### src/rtl/filter_stim_pkg.sv
// Shared definitions for the filter stimulus generator: waveform mode codes,
// FSM state encoding and the 8-bit LFSR seed, taps and step function.
package filter_stim_pkg;

    typedef enum logic [2:0] {
        MODE_IMPULSE = 3'd0,
        MODE_STEP    = 3'd1,
        MODE_RAMP    = 3'd2,
        MODE_SQUARE  = 3'd3,
        MODE_NOISE   = 3'd4
    } mode_e;

    typedef enum logic [1:0] {
        ST_IDLE = 2'd0,
        ST_RUN  = 2'd1,
        ST_DONE = 2'd2
    } state_e;

    localparam int unsigned        LFSR_W    = 8;
    localparam logic [LFSR_W-1:0]  LFSR_SEED = 8'h01;
    // x^8 + x^6 + x^5 + x^4 + 1 : feedback from bits 7, 5, 4, 3
    localparam logic [LFSR_W-1:0]  LFSR_TAPS = 8'hB8;

    // One Fibonacci step: shift left, feedback parity into bit 0.
    function automatic logic [LFSR_W-1:0] lfsr_step(input logic [LFSR_W-1:0] s);
        return {s[LFSR_W-2:0], ^(s & LFSR_TAPS)};
    endfunction

endpackage

### src/rtl/filter_stim_if.sv
// Control and sample-stream signals of the filter stimulus generator.
// master: controlling side (issues start/abort and configuration).
// slave:  the generator (drives the sample stream and status).
interface filter_stim_if #(
    parameter int unsigned DATA_W = 8,
    parameter int unsigned CNT_W  = 8
) ();
    logic              start_i;
    logic              abort_i;
    logic [2:0]        mode_i;
    logic [DATA_W-1:0] amp_i;
    logic [CNT_W-1:0]  period_i;
    logic [CNT_W-1:0]  div_i;
    logic [CNT_W-1:0]  len_i;
    logic [DATA_W-1:0] x_o;
    logic              valid_o;
    logic              busy_o;
    logic              done_o;

    modport master (
        output start_i, abort_i, mode_i, amp_i, period_i, div_i, len_i,
        input  x_o, valid_o, busy_o, done_o
    );

    modport slave (
        input  start_i, abort_i, mode_i, amp_i, period_i, div_i, len_i,
        output x_o, valid_o, busy_o, done_o
    );
endinterface

### src/rtl/filter_stim_lfsr.sv
// 8-bit Fibonacci LFSR for the noise waveform. load_i reseeds (priority),
// adv_i steps once; state_o is the current register value.
module filter_stim_lfsr
    import filter_stim_pkg::*;
(
    input  logic              clk,
    input  logic              rst_n,
    input  logic              load_i,
    input  logic              adv_i,
    output logic [LFSR_W-1:0] state_o
);
    logic [LFSR_W-1:0] lfsr_q;
    logic [LFSR_W-1:0] lfsr_d;

    // Next LFSR value: reseed, step, or hold.
    always_comb begin
        lfsr_d = lfsr_q;
        if (load_i) begin
            lfsr_d = LFSR_SEED;
        end else if (adv_i) begin
            lfsr_d = lfsr_step(lfsr_q);
        end
    end

    // LFSR register, seeded on reset.
    always_ff @(posedge clk) begin
        if (!rst_n) begin
            lfsr_q <= LFSR_SEED;
        end else begin
            lfsr_q <= lfsr_d;
        end
    end

    assign state_o = lfsr_q;
endmodule

### src/rtl/filter_stim_gen.sv
// Programmable waveform source feeding the filter's 8-bit x input.
// Modes: impulse, step, ramp, square, LFSR noise; per-sample hold of div+1
// cycles; len samples per run (0 = 2^CNT_W).
// Optional macro FILTER_STIM_BIPOLAR_EN: square alternates +amp / -amp.
module filter_stim_gen
    import filter_stim_pkg::*;
#(
    parameter int unsigned DATA_W = 8,
    parameter int unsigned CNT_W  = 8
) (
    input  logic         clk,
    input  logic         rst_n,
    filter_stim_if.slave bus
);
    state_e            state_q, state_d;
    logic [DATA_W-1:0] x_q, x_d;
    logic              valid_q, valid_d;
    logic [2:0]        mode_q, mode_d;
    logic [DATA_W-1:0] amp_q, amp_d;
    logic [CNT_W-1:0]  per_q, per_d;
    logic [CNT_W-1:0]  div_q, div_d;
    logic [CNT_W-1:0]  len_q, len_d;
    logic [CNT_W-1:0]  k_q, k_d;
    logic [CNT_W-1:0]  div_cnt_q, div_cnt_d;
    logic [CNT_W-1:0]  per_cnt_q, per_cnt_d;
    logic              phase_q, phase_d;
    logic [DATA_W-1:0] acc_q, acc_d;

    logic              lfsr_load;
    logic              lfsr_adv;
    logic [LFSR_W-1:0] lfsr_s;
    logic [DATA_W-1:0] acc_nx;
    logic [CNT_W-1:0]  per_last;
    logic [CNT_W-1:0]  k_last;
    logic              per_wrap;

    // Sample value from the per-sample generator state.
    function automatic logic [DATA_W-1:0] sample_val(
        input logic [2:0]        mode,
        input logic [DATA_W-1:0] amp,
        input logic [DATA_W-1:0] acc,
        input logic              phase,
        input logic [LFSR_W-1:0] lfsr,
        input logic              first
    );
        logic [DATA_W-1:0] v;
        v = '0;
        case (mode)
            MODE_IMPULSE: v = first ? amp : '0;
            MODE_STEP:    v = amp;
            MODE_RAMP:    v = acc;
`ifdef FILTER_STIM_BIPOLAR_EN
            MODE_SQUARE:  v = phase ? (~amp + DATA_W'(1)) : amp;
`else
            MODE_SQUARE:  v = phase ? '0 : amp;
`endif
            MODE_NOISE:   v = DATA_W'(lfsr);
            default:      v = '0;
        endcase
        return v;
    endfunction

    filter_stim_lfsr u_lfsr (
        .clk     (clk),
        .rst_n   (rst_n),
        .load_i  (lfsr_load),
        .adv_i   (lfsr_adv),
        .state_o (lfsr_s)
    );

    // The sample register always holds sample k, so the next sample is
    // computed from the stepped generator state (acc + amp, LFSR step).
    always_comb begin
        state_d   = state_q;
        x_d       = '0;
        valid_d   = 1'b0;
        mode_d    = mode_q;
        amp_d     = amp_q;
        per_d     = per_q;
        div_d     = div_q;
        len_d     = len_q;
        k_d       = k_q;
        div_cnt_d = div_cnt_q;
        per_cnt_d = per_cnt_q;
        phase_d   = phase_q;
        acc_d     = acc_q;
        lfsr_load = 1'b0;
        lfsr_adv  = 1'b0;
        acc_nx    = acc_q + amp_q;
        per_last  = (per_q == '0) ? '0 : per_q - CNT_W'(1);
        k_last    = len_q - CNT_W'(1);
        per_wrap  = (per_cnt_q == per_last);

        unique case (state_q)
            ST_IDLE: begin
                if (bus.start_i && !bus.abort_i) begin
                    mode_d    = bus.mode_i;
                    amp_d     = bus.amp_i;
                    per_d     = bus.period_i;
                    div_d     = bus.div_i;
                    len_d     = bus.len_i;
                    k_d       = '0;
                    div_cnt_d = '0;
                    per_cnt_d = '0;
                    phase_d   = 1'b0;
                    acc_d     = '0;
                    lfsr_load = 1'b1;
                    valid_d   = 1'b1;
                    x_d       = sample_val(bus.mode_i, bus.amp_i, '0, 1'b0, LFSR_SEED, 1'b1);
                    state_d   = ST_RUN;
                end
            end
            ST_RUN: begin
                if (bus.abort_i) begin
                    state_d = ST_IDLE;
                end else if (div_cnt_q != div_q) begin
                    div_cnt_d = div_cnt_q + CNT_W'(1);
                    x_d       = x_q;
                end else if (k_q == k_last) begin
                    state_d = ST_DONE;
                end else begin
                    k_d       = k_q + CNT_W'(1);
                    div_cnt_d = '0;
                    acc_d     = acc_nx;
                    per_cnt_d = per_wrap ? '0 : per_cnt_q + CNT_W'(1);
                    phase_d   = phase_q ^ per_wrap;
                    lfsr_adv  = 1'b1;
                    valid_d   = 1'b1;
                    x_d       = sample_val(mode_q, amp_q, acc_nx, phase_q ^ per_wrap,
                                           lfsr_step(lfsr_s), 1'b0);
                end
            end
            ST_DONE: begin
                state_d = ST_IDLE;
            end
            default: begin
                state_d = ST_IDLE;
            end
        endcase
    end

    // State, output and counter registers.
    always_ff @(posedge clk) begin
        if (!rst_n) begin
            state_q   <= ST_IDLE;
            x_q       <= '0;
            valid_q   <= 1'b0;
            mode_q    <= '0;
            amp_q     <= '0;
            per_q     <= '0;
            div_q     <= '0;
            len_q     <= '0;
            k_q       <= '0;
            div_cnt_q <= '0;
            per_cnt_q <= '0;
            phase_q   <= 1'b0;
            acc_q     <= '0;
        end else begin
            state_q   <= state_d;
            x_q       <= x_d;
            valid_q   <= valid_d;
            mode_q    <= mode_d;
            amp_q     <= amp_d;
            per_q     <= per_d;
            div_q     <= div_d;
            len_q     <= len_d;
            k_q       <= k_d;
            div_cnt_q <= div_cnt_d;
            per_cnt_q <= per_cnt_d;
            phase_q   <= phase_d;
            acc_q     <= acc_d;
        end
    end

    assign bus.x_o     = x_q;
    assign bus.valid_o = valid_q;
    assign bus.busy_o  = (state_q == ST_RUN);
    assign bus.done_o  = (state_q == ST_DONE);
endmodule
### src/flat_wrapper.sv
// flat-port wrapper written by rule: the top's interface ports become plain ports
module filter_stim_gen_flat import filter_stim_pkg::*;
#(
    parameter int unsigned DATA_W = 8,
    parameter int unsigned CNT_W  = 8
)
  (clk, rst_n, bus_start_i, bus_abort_i, bus_mode_i, bus_amp_i, bus_period_i, bus_div_i, bus_len_i, bus_x_o, bus_valid_o, bus_busy_o, bus_done_o);
  filter_stim_if #(.DATA_W(DATA_W), .CNT_W(CNT_W)) bus_i ();
  input  logic clk;
  input  logic rst_n;
  input wire logic [$bits(bus_i.start_i)-1:0] bus_start_i;
  input wire logic [$bits(bus_i.abort_i)-1:0] bus_abort_i;
  input wire logic [$bits(bus_i.mode_i)-1:0] bus_mode_i;
  input wire logic [$bits(bus_i.amp_i)-1:0] bus_amp_i;
  input wire logic [$bits(bus_i.period_i)-1:0] bus_period_i;
  input wire logic [$bits(bus_i.div_i)-1:0] bus_div_i;
  input wire logic [$bits(bus_i.len_i)-1:0] bus_len_i;
  output wire logic [$bits(bus_i.x_o)-1:0] bus_x_o;
  output wire logic [$bits(bus_i.valid_o)-1:0] bus_valid_o;
  output wire logic [$bits(bus_i.busy_o)-1:0] bus_busy_o;
  output wire logic [$bits(bus_i.done_o)-1:0] bus_done_o;
  assign bus_i.start_i = bus_start_i;
  assign bus_i.abort_i = bus_abort_i;
  assign bus_i.mode_i = bus_mode_i;
  assign bus_i.amp_i = bus_amp_i;
  assign bus_i.period_i = bus_period_i;
  assign bus_i.div_i = bus_div_i;
  assign bus_i.len_i = bus_len_i;
  assign bus_x_o = bus_i.x_o;
  assign bus_valid_o = bus_i.valid_o;
  assign bus_busy_o = bus_i.busy_o;
  assign bus_done_o = bus_i.done_o;
  filter_stim_gen #(.DATA_W(DATA_W), .CNT_W(CNT_W)) u_core (.clk(clk), .rst_n(rst_n), .bus(bus_i));
endmodule
### config.mk
export PLATFORM = sky130hd
export DESIGN_NAME = filter_stim_gen_flat
export DESIGN_NICKNAME = d
export VERILOG_FILES = /design/src/rtl/filter_stim_pkg.sv /design/src/rtl/filter_stim_if.sv /design/src/rtl/filter_stim_lfsr.sv /design/src/rtl/filter_stim_gen.sv /design/src/flat_wrapper.sv
export SDC_FILE = /design/constraint.sdc
export NUM_CORES = 1
export LEC_CHECK = 0
export ABC_AREA = 1
export ABC_CLOCK_PERIOD_IN_PS = 6100
export CORE_UTILIZATION = 31
export CTS_CLUSTER_DIAMETER = 150
export CTS_CLUSTER_SIZE = 14
export DETAILED_ROUTE_END_ITERATION = 7
export PLACE_DENSITY_LB_ADDON = 0.15
export SYNTH_ARGS = -nofsm -noshare
export SYNTH_HDL_FRONTEND = slang
export SYNTH_SLANG_ARGS = --single-unit
### constraint.sdc
create_clock -name clk -period 6.1 [get_ports clk]
set_input_delay 0.61 -clock clk [delete_from_list [all_inputs] [get_ports clk]]
set_output_delay 0.61 -clock clk [all_outputs]
set_load 0.01 [all_outputs]
==> flow_summary.ini, run 1 <==
[clock_network]
clockRootBuffer = clkbuf_16
ctsHoldBuffers = 0
cts_buffers = 9
cts_tree = yes
ctsResizeCount = 0
clock_path_buffers = 2
htreeDepth = 3
path_clk_slew_ps = 60
clk_latency_ps = 340
postCtsSetupBuffers = 0
numClockSinks = 87

[layout]
num_antenna_cells = 0
drive_above_1_share_pct = 5.819
nFillCells = 1639
fin_nets = 786
design_area_um2 = 5723
area_delta_synth_final_pct = 19.43
finish.utilization_pct = 37.79

[floorplanning]
io_pins = 50
die_area_um2 = 15960
core_area_um2 = 15150
rows = 45
initial_core_util_pct = 31.64
die_y_um = 126.3
die_w_um = 126.3

[place]
hpwl_um = 9312
place_congestion = 0.8220
postPlaceCellArea_um2 = 5446
numPortBuffers = 49

[grt]
grt_usage_pct = 16.63
grt_start_max_net_pins = 42
grt_antenna_before_repair = 0
grt_pass1_vias = 4327
grt_pass1_wl_um = 21070
grt_overflow = 0

[timing]
period_needed_ps = 3334
timing.final.crit_share_pct = 54.66
finalSetupViolCount = 0
finalSetupTns_ps = 0
rsz0062_at_grt = no
slew_headroom_pct = 40.73
worstMarginPinSlew_ps = 882.2
fin_skew_ps = 8.119
slew_viol_final = 0
hold_viol = 0
max_clock_freq_mhz = 299.9

[logic_synthesis]
synth_top_area_share_pct = 36.34
syn_nets = 742
ys.flop_type = dfxtp_1
synth-edff-count = 0
synth.area.top_cells = dfxtp_1 (36%), nand2_1 (10%), nor2_1 (6.3%), inv_1 (6.2%), o21ai_0 (6.0%)
synth.yosys.seq_area_share_pct = 36.34
ys_ff_latch = 87
netlist_area_um2 = 4792
synth_area_per_cell_um2 = 6.945
async_flop_share_pct = 0
synth_top_area_cell = dfxtp_1
yosys_warnings = 0
synth_cell_types = 48
syn_inst = 690

[detailed_routing]
initialDrtViolationCount = 291
drc_errors = 0
ant_nets = 0
wl_per_cell_um = 13.55
route.met2.wl_um = 5771
vias = 4455
wl_met3_um = 529
topRoutingLayerUsed = met4
firstDrtPassIters = 5
totalWireLength_um = 12560
drt-vias-per-instance = 4.806
wl_met1_um = 6109

[setup_path]
cp-startpoint = rst_n
worst-path-max-fanout = 39
slowest_stage = nor2_1
endpoint_kind = flip-flop
crit_type = in -> reg
worstPathArrival_ps = 3590
cpPeakStageDelay_ps = 760
cp_top_family = buffers and inverters
crit_chain = clkdlybuf4s50_1 -> buf_4 -> clkinv_1 -> nor2_1 -> inv_1 -> a211oi_1
start_kind = primary input
r2r_start = u_core.per_q[0]$_SDFFE_PN0P_
critPathRequiredTime_ps = 6350
crit_buf_inv = 4

[power]
p_leak_nw = 2.355
finalPower_mw = 1.367
p_per_area_nw_per_um2 = 238.9
vdd_ir_drop_max_uv = 113.8

[min_path]
hold_class = reg -> reg
hp-start = u_core.bus.x_o[4]$_SDFFE_PN0P_

[flow_run]
cap_violations = 0

[outcome]
run_status = finished clean
==> per-stage QoR <==
| step | instances | hold WS (ps) | worst slack [ps] |
|---|---|---|---|
| after floorplan | 690 | 441.6 | 4051 |
| after global placement | 911 | 457.0 | 2496 |
| after detailed placement | 911 | 458.7 | 2376 |
| after CTS | 927 | 467.1 | 2739 |
| after global routing | 927 | 496.0 | 2450 |
| final | 927 | 465.9 | 2766 |
==> per-layer routing <==
metal | vias up | GRT usage [%]
met5 | - | 0
met4 | 0 | 5.103
met3 | 11 | 3.121
met2 | 89 | 27.79
met1 | 2018 | 21.69
li1 | 2337 | -
==> sequential cells by signal, indices dropped and copies added, names as in the netlist <==
name                   cells
u_core.bus.x_o             8
u_core.amp_q               8
u_core.per_cnt_q           8
u_core.state_q             2
u_core.per_q               8
u_core.u_lfsr.state_o      8
u_core.mode_q              3
u_core.acc_q               8
u_core.k_q                 8
u_core.len_q               8
u_core.div_cnt_q           8
u_core.div_q               8
u_core.phase_q             1
u_core.bus.valid_o         1
==> Yosys cell counts, types with 7 or more instances <==
| master | instances |
|---|---|
| nor2_1 | 81 |
| xnor2_1 | 15 |
| o21ai_0 | 57 |
| nor3_1 | 17 |
| nand2_1 | 134 |
| dfxtp_1 | 87 |
| inv_1 | 79 |
| ha_1 | 12 |
| a21oi_1 | 48 |
| xor2_1 | 22 |
| nor2_2 | 7 |
| nand3_1 | 53 |
| nand4_1 | 11 |
| clkbuf_1 | 13 |
==> where the power goes <==
group | switching [mW] | internal [mW] | leakage [nW] | total [mW]
clock network | 0.228 | 0.296 | 0.142 | 0.524
logic | 0.143 | 0.0902 | 1.50 | 0.233
registers | 0.0186 | 0.591 | 0.709 | 0.610
==> cells in the final DEF, fill, tap and decap left out, types with 2 or more instances in the layout <==
master	instances
nor2_2	7
a21oi_1	48
clkbuf_8	2
o221ai_1	2
a211oi_1	4
nand4_1	11
a21o_1	2
nand2_2	4
clkbuf_16	9
nor3_1	17
clkinv_1	3
o31ai_1	2
o21ai_0	57
nand3_2	2
or2_2	3
clkdlybuf4s50_1	49
nor3b_1	3
ha_1	12
nand2_1	134
clkinv_2	4
xnor2_1	15
inv_1	79
nor2_1	81
nand3_1	53
dfxtp_1	87
buf_4	3
xor2_1	22
o22ai_1	3
==> worst paths after layout <==
kind	end	slack, ps	cells past startpoint
worst min-delay path	u_core.bus.x_o[4]$_SDFFE_PN0P_	470	2
worst max register to register	u_core.bus.x_o[7]$_SDFFE_PN0P_	3530	17
worst max-delay path	u_core.acc_q[4]$_SDFFE_PN0P_	2770	6
worst min register to register	u_core.bus.x_o[4]$_SDFFE_PN0P_	470	2
==> cell type report <==
cell class | instances | area (µm²) | area share, %
flip-flops and latches | 87 | 1742 | 30.43
clock buffers | 12 | 256.5 | 4.482
inverters | 84 | 320.3 | 5.597
clock inverters | 4 | 20.02 | 0.3498
multi-input cells | 500 | 2636 | 46.06
well taps | 188 | 235.2 | 4.110
repair buffers | 52 | 513.0 | 8.964
==> logic make-up after synthesis <==
kind of cell | Yosys count | synth area share (%)
compound gates | 126 | 14.36
xor+xnor | 37 | 6.762
fa+ha+maj | 13 | 3.551
buf+inv | 103 | 8.642
flops | 87 | 36.34
simple gates | 324 | 30.34
==> worst register-to-register path, stage by stage, from the launching register on <==
cell and delay [ps]:
dfxtp_1 310, inv_1 150, ha_1 260, nand2_1 90, nor2_2 180, nand2_2 150, nand3_1 110, nand2_1 50
nand2_1 70, nand2_1 60, nor2_2 160, nand3_2 290, nand3_1 190, nand3_1 120, nand2_1 80, nand2_1 50
nand2_1 50, a21oi_1 70
(Power assumes the default switching activity.)
==> inputs of run 2 (changes only) <==
--- a/config.mk
+++ b/config.mk
@@ -6,7 +6,7 @@
 export NUM_CORES = 1
 export LEC_CHECK = 0
 export ABC_AREA = 1
-export ABC_CLOCK_PERIOD_IN_PS = 6100
+export ABC_CLOCK_PERIOD_IN_PS = 3100
 export CORE_UTILIZATION = 31
 export CTS_CLUSTER_DIAMETER = 150
 export CTS_CLUSTER_SIZE = 14
==> constraint.sdc (replaced) <==
create_clock -name clk -period 3.1 [get_ports clk]
set_input_delay 0.31 -clock clk [delete_from_list [all_inputs] [get_ports clk]]
set_output_delay 0.31 -clock clk [all_outputs]
set_load 0.01 [all_outputs]
==> run 2 against run 1 <==
Via count rose by 0.34%; highest routed layer unchanged; register-to-register slack got worse by 2900 ps; cell count rose by 0.11%; clock skew fell by 1.7 ps; worst hold slack improved by 2.8 ps; first-iteration DRC count fell by 14%; global-route usage rose by 0.30 points; critical path depth rose by 6; critical endpoint is now u_core.div_cnt_q[6]$_SDFFE_PN0P_; sequential cell count did not move; largest cell class unchanged.
==> flow_summary.ini, run 2 (synthesized netlist as in run 1, its figures left out) <==
[clock_network]
numClockSinks = 87
path_clk_slew_ps = 60
htreeDepth = 3
postCtsSetupBuffers = 0
clock_path_buffers = 2
ctsHoldBuffers = 0
cts_tree = yes
clk_latency_ps = 350
ctsResizeCount = 0
clockRootBuffer = clkbuf_16
cts_buffers = 9

[floorplanning]
die_w_um = 126.3
die_y_um = 126.3
rows = 45
die_area_um2 = 15960
io_pins = 50
initial_core_util_pct = 31.64
core_area_um2 = 15150

[timing]
setup_slack_ps = 598.2
worstMarginPinSlew_ps = 936.1
slew_headroom_pct = 37.12
fin_skew_ps = 6.436
period_needed_ps = 2502
rsz0062_at_grt = no
max_clock_freq_mhz = 399.7
finalSetupViolCount = 0
slew_viol_final = 0
finalSetupTns_ps = 0
hold_viol = 0
timing.final.crit_share_pct = 80.70

[place]
numPortBuffers = 49
place_ws_ps = 552.7
place_congestion = 0.8299
hpwl_um = 9552
postPlaceCellArea_um2 = 5461

[power]
p_comb_share_pct = 16.7
switching_share_pct = 27.71
clkPwrFrac_pct = 40.0
p_switching_mw = 0.7680
finalPower_mw = 2.771
p_leak_nw = 2.373
p_seq_share_pct = 43.3
p_int_mw = 2.003
p_per_area_nw_per_um2 = 481.2
vdd_ir_drop_max_uv = 221.2

[detailed_routing]
totalWireLength_um = 12640
firstDrtPassIters = 6
wl_per_cell_um = 13.62
drc_errors = 0
ant_nets = 0
drt-vias-per-instance = 4.817
vias = 4470
initialDrtViolationCount = 251

[grt]
grt_usage_pct = 16.93
grt_pass1_wl_um = 21370
grt.met1_usage_pct = 21.57
grt_start_max_net_pins = 40
grt_pass1_vias = 4434
busiest_layer = met2
grt_overflow = 0
use_met2_pct = 28.83
grt_antenna_before_repair = 0
met3_usage_pct = 2.235

[layout]
design_area_um2 = 5759
num_antenna_cells = 0
area_delta_synth_final_pct = 20.18
drive_above_1_share_pct = 6.081
mostFrequentLayoutCell = nand2_1
mostFrequentLayoutCells = nand2_1 (134), dfxtp_1 (87), nor2_1 (81)
fin_nets = 788

[setup_path]
worst-path-max-fanout = 19
worstReg2RegEnd = u_core.div_cnt_q[6]$_SDFFE_PN0P_
worstPathArrival_ps = 2790
endpoint_kind = flip-flop
critPathRequiredTime_ps = 3390
r2r_cells = 12
start_kind = flip-flop
r2r_start = u_core.len_q[0]$_SDFFE_PN0P_
crit_type = reg -> reg
reg2reg_slack_ps = 600

[min_path]
hold_class = reg -> reg
whs_endpoint = u_core.bus.x_o[7]$_SDFFE_PN0P_
hp-start = u_core.bus.x_o[7]$_SDFFE_PN0P_
hold_depth = 2

[outcome]
run_status = finished clean

[flow_run]
cap_violations = 0
-- run 2: cell count changes in the layout (fill, tap and decap cells not counted) --
| cell | delta |
|---|---|
| clkbuf_1 | -1 |
| buf_4 | +2 |
| clkinv_2 | -1 |
| bufinv_16 | +1 |
-- run 2: power by group through the flow --
stage | clock network (mW) | logic [mW] | registers [mW]
5_1_grt | 1.18 | 0.530 | 1.21
6_report | 1.11 | 0.461 | 1.20
3_5_place_dp | 0 | 0.464 | 1.23
3_3_place_gp | 0 | 0.459 | 1.22
4_1_cts | 1.15 | 0.466 | 1.20
2_1_floorplan | 0 | 0.322 | 1.22
-- run 2: area by class of cell --
cell class | count | area, µm²
fill | 1582 | 9387
multi-input combinational | 500 | 2636
sequential | 87 | 1742
timing repair buffer | 54 | 528.0
inverter | 84 | 320.3
clock buffer | 11 | 252.7
tap | 188 | 235.2
clock inverter | 4 | 45.04
-- run 2: routing by layer --
metal | share of wire [%] | vias to the layer above
met5 | 0 | -
met4 | 1.8 | 0
met3 | 2.8 | 20
met2 | 46 | 61
met1 | 49 | 2044
li1 | - | 2345
-- run 2: worst max-delay path by stage --
stage                                       from                          endpoint  slack [ps]  depth (start not counted)
floorplan           u_core.acc_q[0]$_SDFFE_PN0P_    u_core.bus.x_o[6]$_SDFFE_PN0P_        1050                         16
global placement    u_core.len_q[0]$_SDFFE_PN0P_  u_core.div_cnt_q[6]$_SDFFE_PN0P_         600                         12
detailed placement  u_core.len_q[0]$_SDFFE_PN0P_  u_core.div_cnt_q[6]$_SDFFE_PN0P_         550                         12
CTS                 u_core.len_q[0]$_SDFFE_PN0P_  u_core.div_cnt_q[6]$_SDFFE_PN0P_         530                         12
global route        u_core.per_q[0]$_SDFFE_PN0P_    u_core.bus.x_o[1]$_SDFFE_PN0P_         310                         18
finish              u_core.len_q[0]$_SDFFE_PN0P_  u_core.div_cnt_q[6]$_SDFFE_PN0P_         600                         12
-- run 2: stage by stage --
stage | utilization (%) | cells | hold WS, ps
floorplan | - | 690 | 441.6
finish | 38.03 | 928 | 468.7
global placement | 36.06 | 913 | 453.3
global route | 38.03 | 928 | 489.1
detailed placement | 36.06 | 913 | 463.9
CTS | 38.03 | 928 | 473.5
-- run 2: worst max-delay path, cell delays in order (launching register included) --
cell and delay, ps:
dfxtp_1 330, inv_1 80, ha_1 320, xor2_1 140, o21ai_0 100, nor3_1 450, nand2_2 150, nand3_4 180
nand2_8 160, inv_6 180, nand2_4 90, a21oi_1 130, o21a_1 130
==> inputs of run 3 (changes only) <==
--- a/config.mk
+++ b/config.mk
@@ -6,7 +6,7 @@
 export NUM_CORES = 1
 export LEC_CHECK = 0
 export ABC_AREA = 1
-export ABC_CLOCK_PERIOD_IN_PS = 3100
+export ABC_CLOCK_PERIOD_IN_PS = 2300
 export CORE_UTILIZATION = 31
 export CTS_CLUSTER_DIAMETER = 150
 export CTS_CLUSTER_SIZE = 14
==> constraint.sdc (replaced) <==
create_clock -name clk -period 2.3 [get_ports clk]
set_input_delay 0.23 -clock clk [delete_from_list [all_inputs] [get_ports clk]]
set_output_delay 0.23 -clock clk [all_outputs]
set_load 0.01 [all_outputs]
==> run 3 against run 2 <==
Critical path depth increased by 2; sequential power up 35%; maximum frequency rose by 15%; clock power increased by 25%; total power is 36% higher; via count rose by 3.6%; clock skew rose by 1.9 ps; sequential share of layout area fell by 1.9 points; non-clock buffer count grew 22; design area grew 7.2%; die area is the same; clock-buffer cell count is the same.
==> flow_summary.ini, run 3 (synthesized netlist as in run 1, its figures left out) <==
[timing]
timing.final.crit_share_pct = 94.92
finalSetupViolCount = 0
slew_headroom_pct = 66.96
max_clock_freq_mhz = 458.0
fin_skew_ps = 8.352
hold_viol = 0
slew_viol_final = 0
period_needed_ps = 2183
worstMarginPinSlew_ps = 492.6
rsz0062_at_grt = yes

[setup_path]
worst-path-max-fanout = 8
cp-startpoint = u_core.len_q[0]$_SDFFE_PN0P_
cpPeakStageDelay_ps = 330
crit_chain = inv_2 -> ha_4 -> nand3_4 -> nor2_4 -> xor2_1 -> nand3_1 -> nor3_4 -> nand2_2 -> nand3_4 -> nand2_8 -> clkinv_8 -> buf_4 -> nor2_1 -> a211oi_2
r2r_start = u_core.len_q[0]$_SDFFE_PN0P_
critPathRequiredTime_ps = 2570
endpoint_kind = flip-flop
start_kind = flip-flop
worstPathArrival_ps = 2450
slowest_stage = dfxtp_2
crit_type = reg -> reg
cp_common_cell = nand3_4
r2r_cells = 14

[detailed_routing]
ant_nets = 0
drc_errors = 0
drt-vias-per-instance = 4.847
initialDrtViolationCount = 289
firstDrtPassIters = 5
totalWireLength_um = 13360
wl_per_cell_um = 13.99
vias = 4629

[floorplanning]
die_area_um2 = 15960
die_w_um = 126.3
rows = 45
core_area_um2 = 15150
die_y_um = 126.3
io_pins = 50
initial_core_util_pct = 31.64

[clock_network]
clk_latency_ps = 350
ctsHoldBuffers = 0
clock_path_buffers = 2
path_clk_slew_ps = 70
clockRootBuffer = clkbuf_16
htreeDepth = 3
cts_tree = yes
cts_buffers = 9
numClockSinks = 87

[grt]
grt_antenna_before_repair = 0
grt_pass1_vias = 4328
grt_usage_pct = 16.76
grt_start_max_net_pins = 40
grt_overflow = 0
grt_pass1_wl_um = 21130

[power]
p_leak_nw = 2.530
p_per_area_nw_per_um2 = 609.4
vdd_ir_drop_max_uv = 341.0

[place]
place_congestion = 0.8398
numPortBuffers = 49
hpwl_um = 9524
postPlaceCellArea_um2 = 5542

[layout]
mostFrequentLayoutCells = nand2_1 (131), dfxtp_1 (83), nor2_1 (76)
fin_nets = 814
finish.utilization_pct = 40.76
mostFrequentLayoutCell = nand2_1
drive_above_1_share_pct = 13.17
design_area_um2 = 6173
area_delta_synth_final_pct = 28.83
num_antenna_cells = 0

[min_path]
hp-start = u_core.bus.x_o[4]$_SDFFE_PN0P_
hold_class = reg -> reg
hold_depth = 2

[flow_run]
cap_violations = 0

[outcome]
run_status = finished clean
==> run 3: changes by cell type in the layout (fill, tap and decap cells not counted), moves of 4 or more <==
cell and delta:
dfxtp_2 +4, nor2_1 -5, inv_1 -5, nor2_4 +6, dfxtp_1 -4, buf_4 +19, nand2_4 +5
==> run 3: final timing paths <==
path                                      end  slack, ps
min reg2reg    u_core.bus.x_o[4]$_SDFFE_PN0P_        460
max          u_core.per_cnt_q[1]$_SDFFE_PN0P_        120
max reg2reg  u_core.per_cnt_q[1]$_SDFFE_PN0P_        120
min            u_core.bus.x_o[4]$_SDFFE_PN0P_        460
==> run 3: layout make-up <==
type                            instances  area, µm²
Clock inverter                          5      33.78
Inverter                               84      334.1
Fill cell                            1549       8972
Timing Repair inverter                  1      8.758
Tap cell                              188      235.2
Multi-Input combinational cell        503       2856
Sequential cell                        87       1747
Clock buffer                           11      242.7
Timing Repair Buffer                   76      715.7
==> run 3: metrics by stage <==
stage	power, mW	TNS [ps]	hold WS [ps]	worst slack (ps)	std cells
3_5_place_dp	2.292	-148.1	455.9	-54.13	922
3_3_place_gp	2.287	-147.3	455.1	-47.84	922
5_1_grt	3.971	-459.6	484.1	-45.10	955
4_1_cts	3.697	0	459.5	6.720	938
2_1_floorplan	2.074	0	364.9	250.9	690
6_report	3.762	0	464.9	116.8	955
==> run 3: critical path, delay by kind of cell (launching register included) <==
family,cells,cell delay [ps]
buffers and inverters,3,300
AND/OR/NAND/NOR,8,1000
XOR/XNOR,1,150
AO/OA/AOI/OAI,1,170
flip-flops,1,330
adder cells (fa/ha/maj),1,150
==> run 3: what timing repair did <==
item,in CTS,in global routing
resized for setup,4,49
pin swaps,1,16
endpoints found under the setup margin,9,38
gates cloned,0,4
endpoints found under the hold margin,0,0
buffers inserted,0,13
==> run 3: power breakdown <==
part	switching (mW)	internal, mW	total [mW]
Sequential	0.0548	1.57	1.62
Clock	0.628	0.760	1.39
Combinational	0.442	0.308	0.750
Total	1.12	2.64	3.76
==> run 3: routing by layer <==
metal  track usage (%)  share of wire (%)  up-vias
li1                  -                  -     2399
met3             2.615                2.9       16
met5                 0                  0        -
met1             21.47                 48     2132
met2             28.08                 47       82
met4             6.945                1.9        0
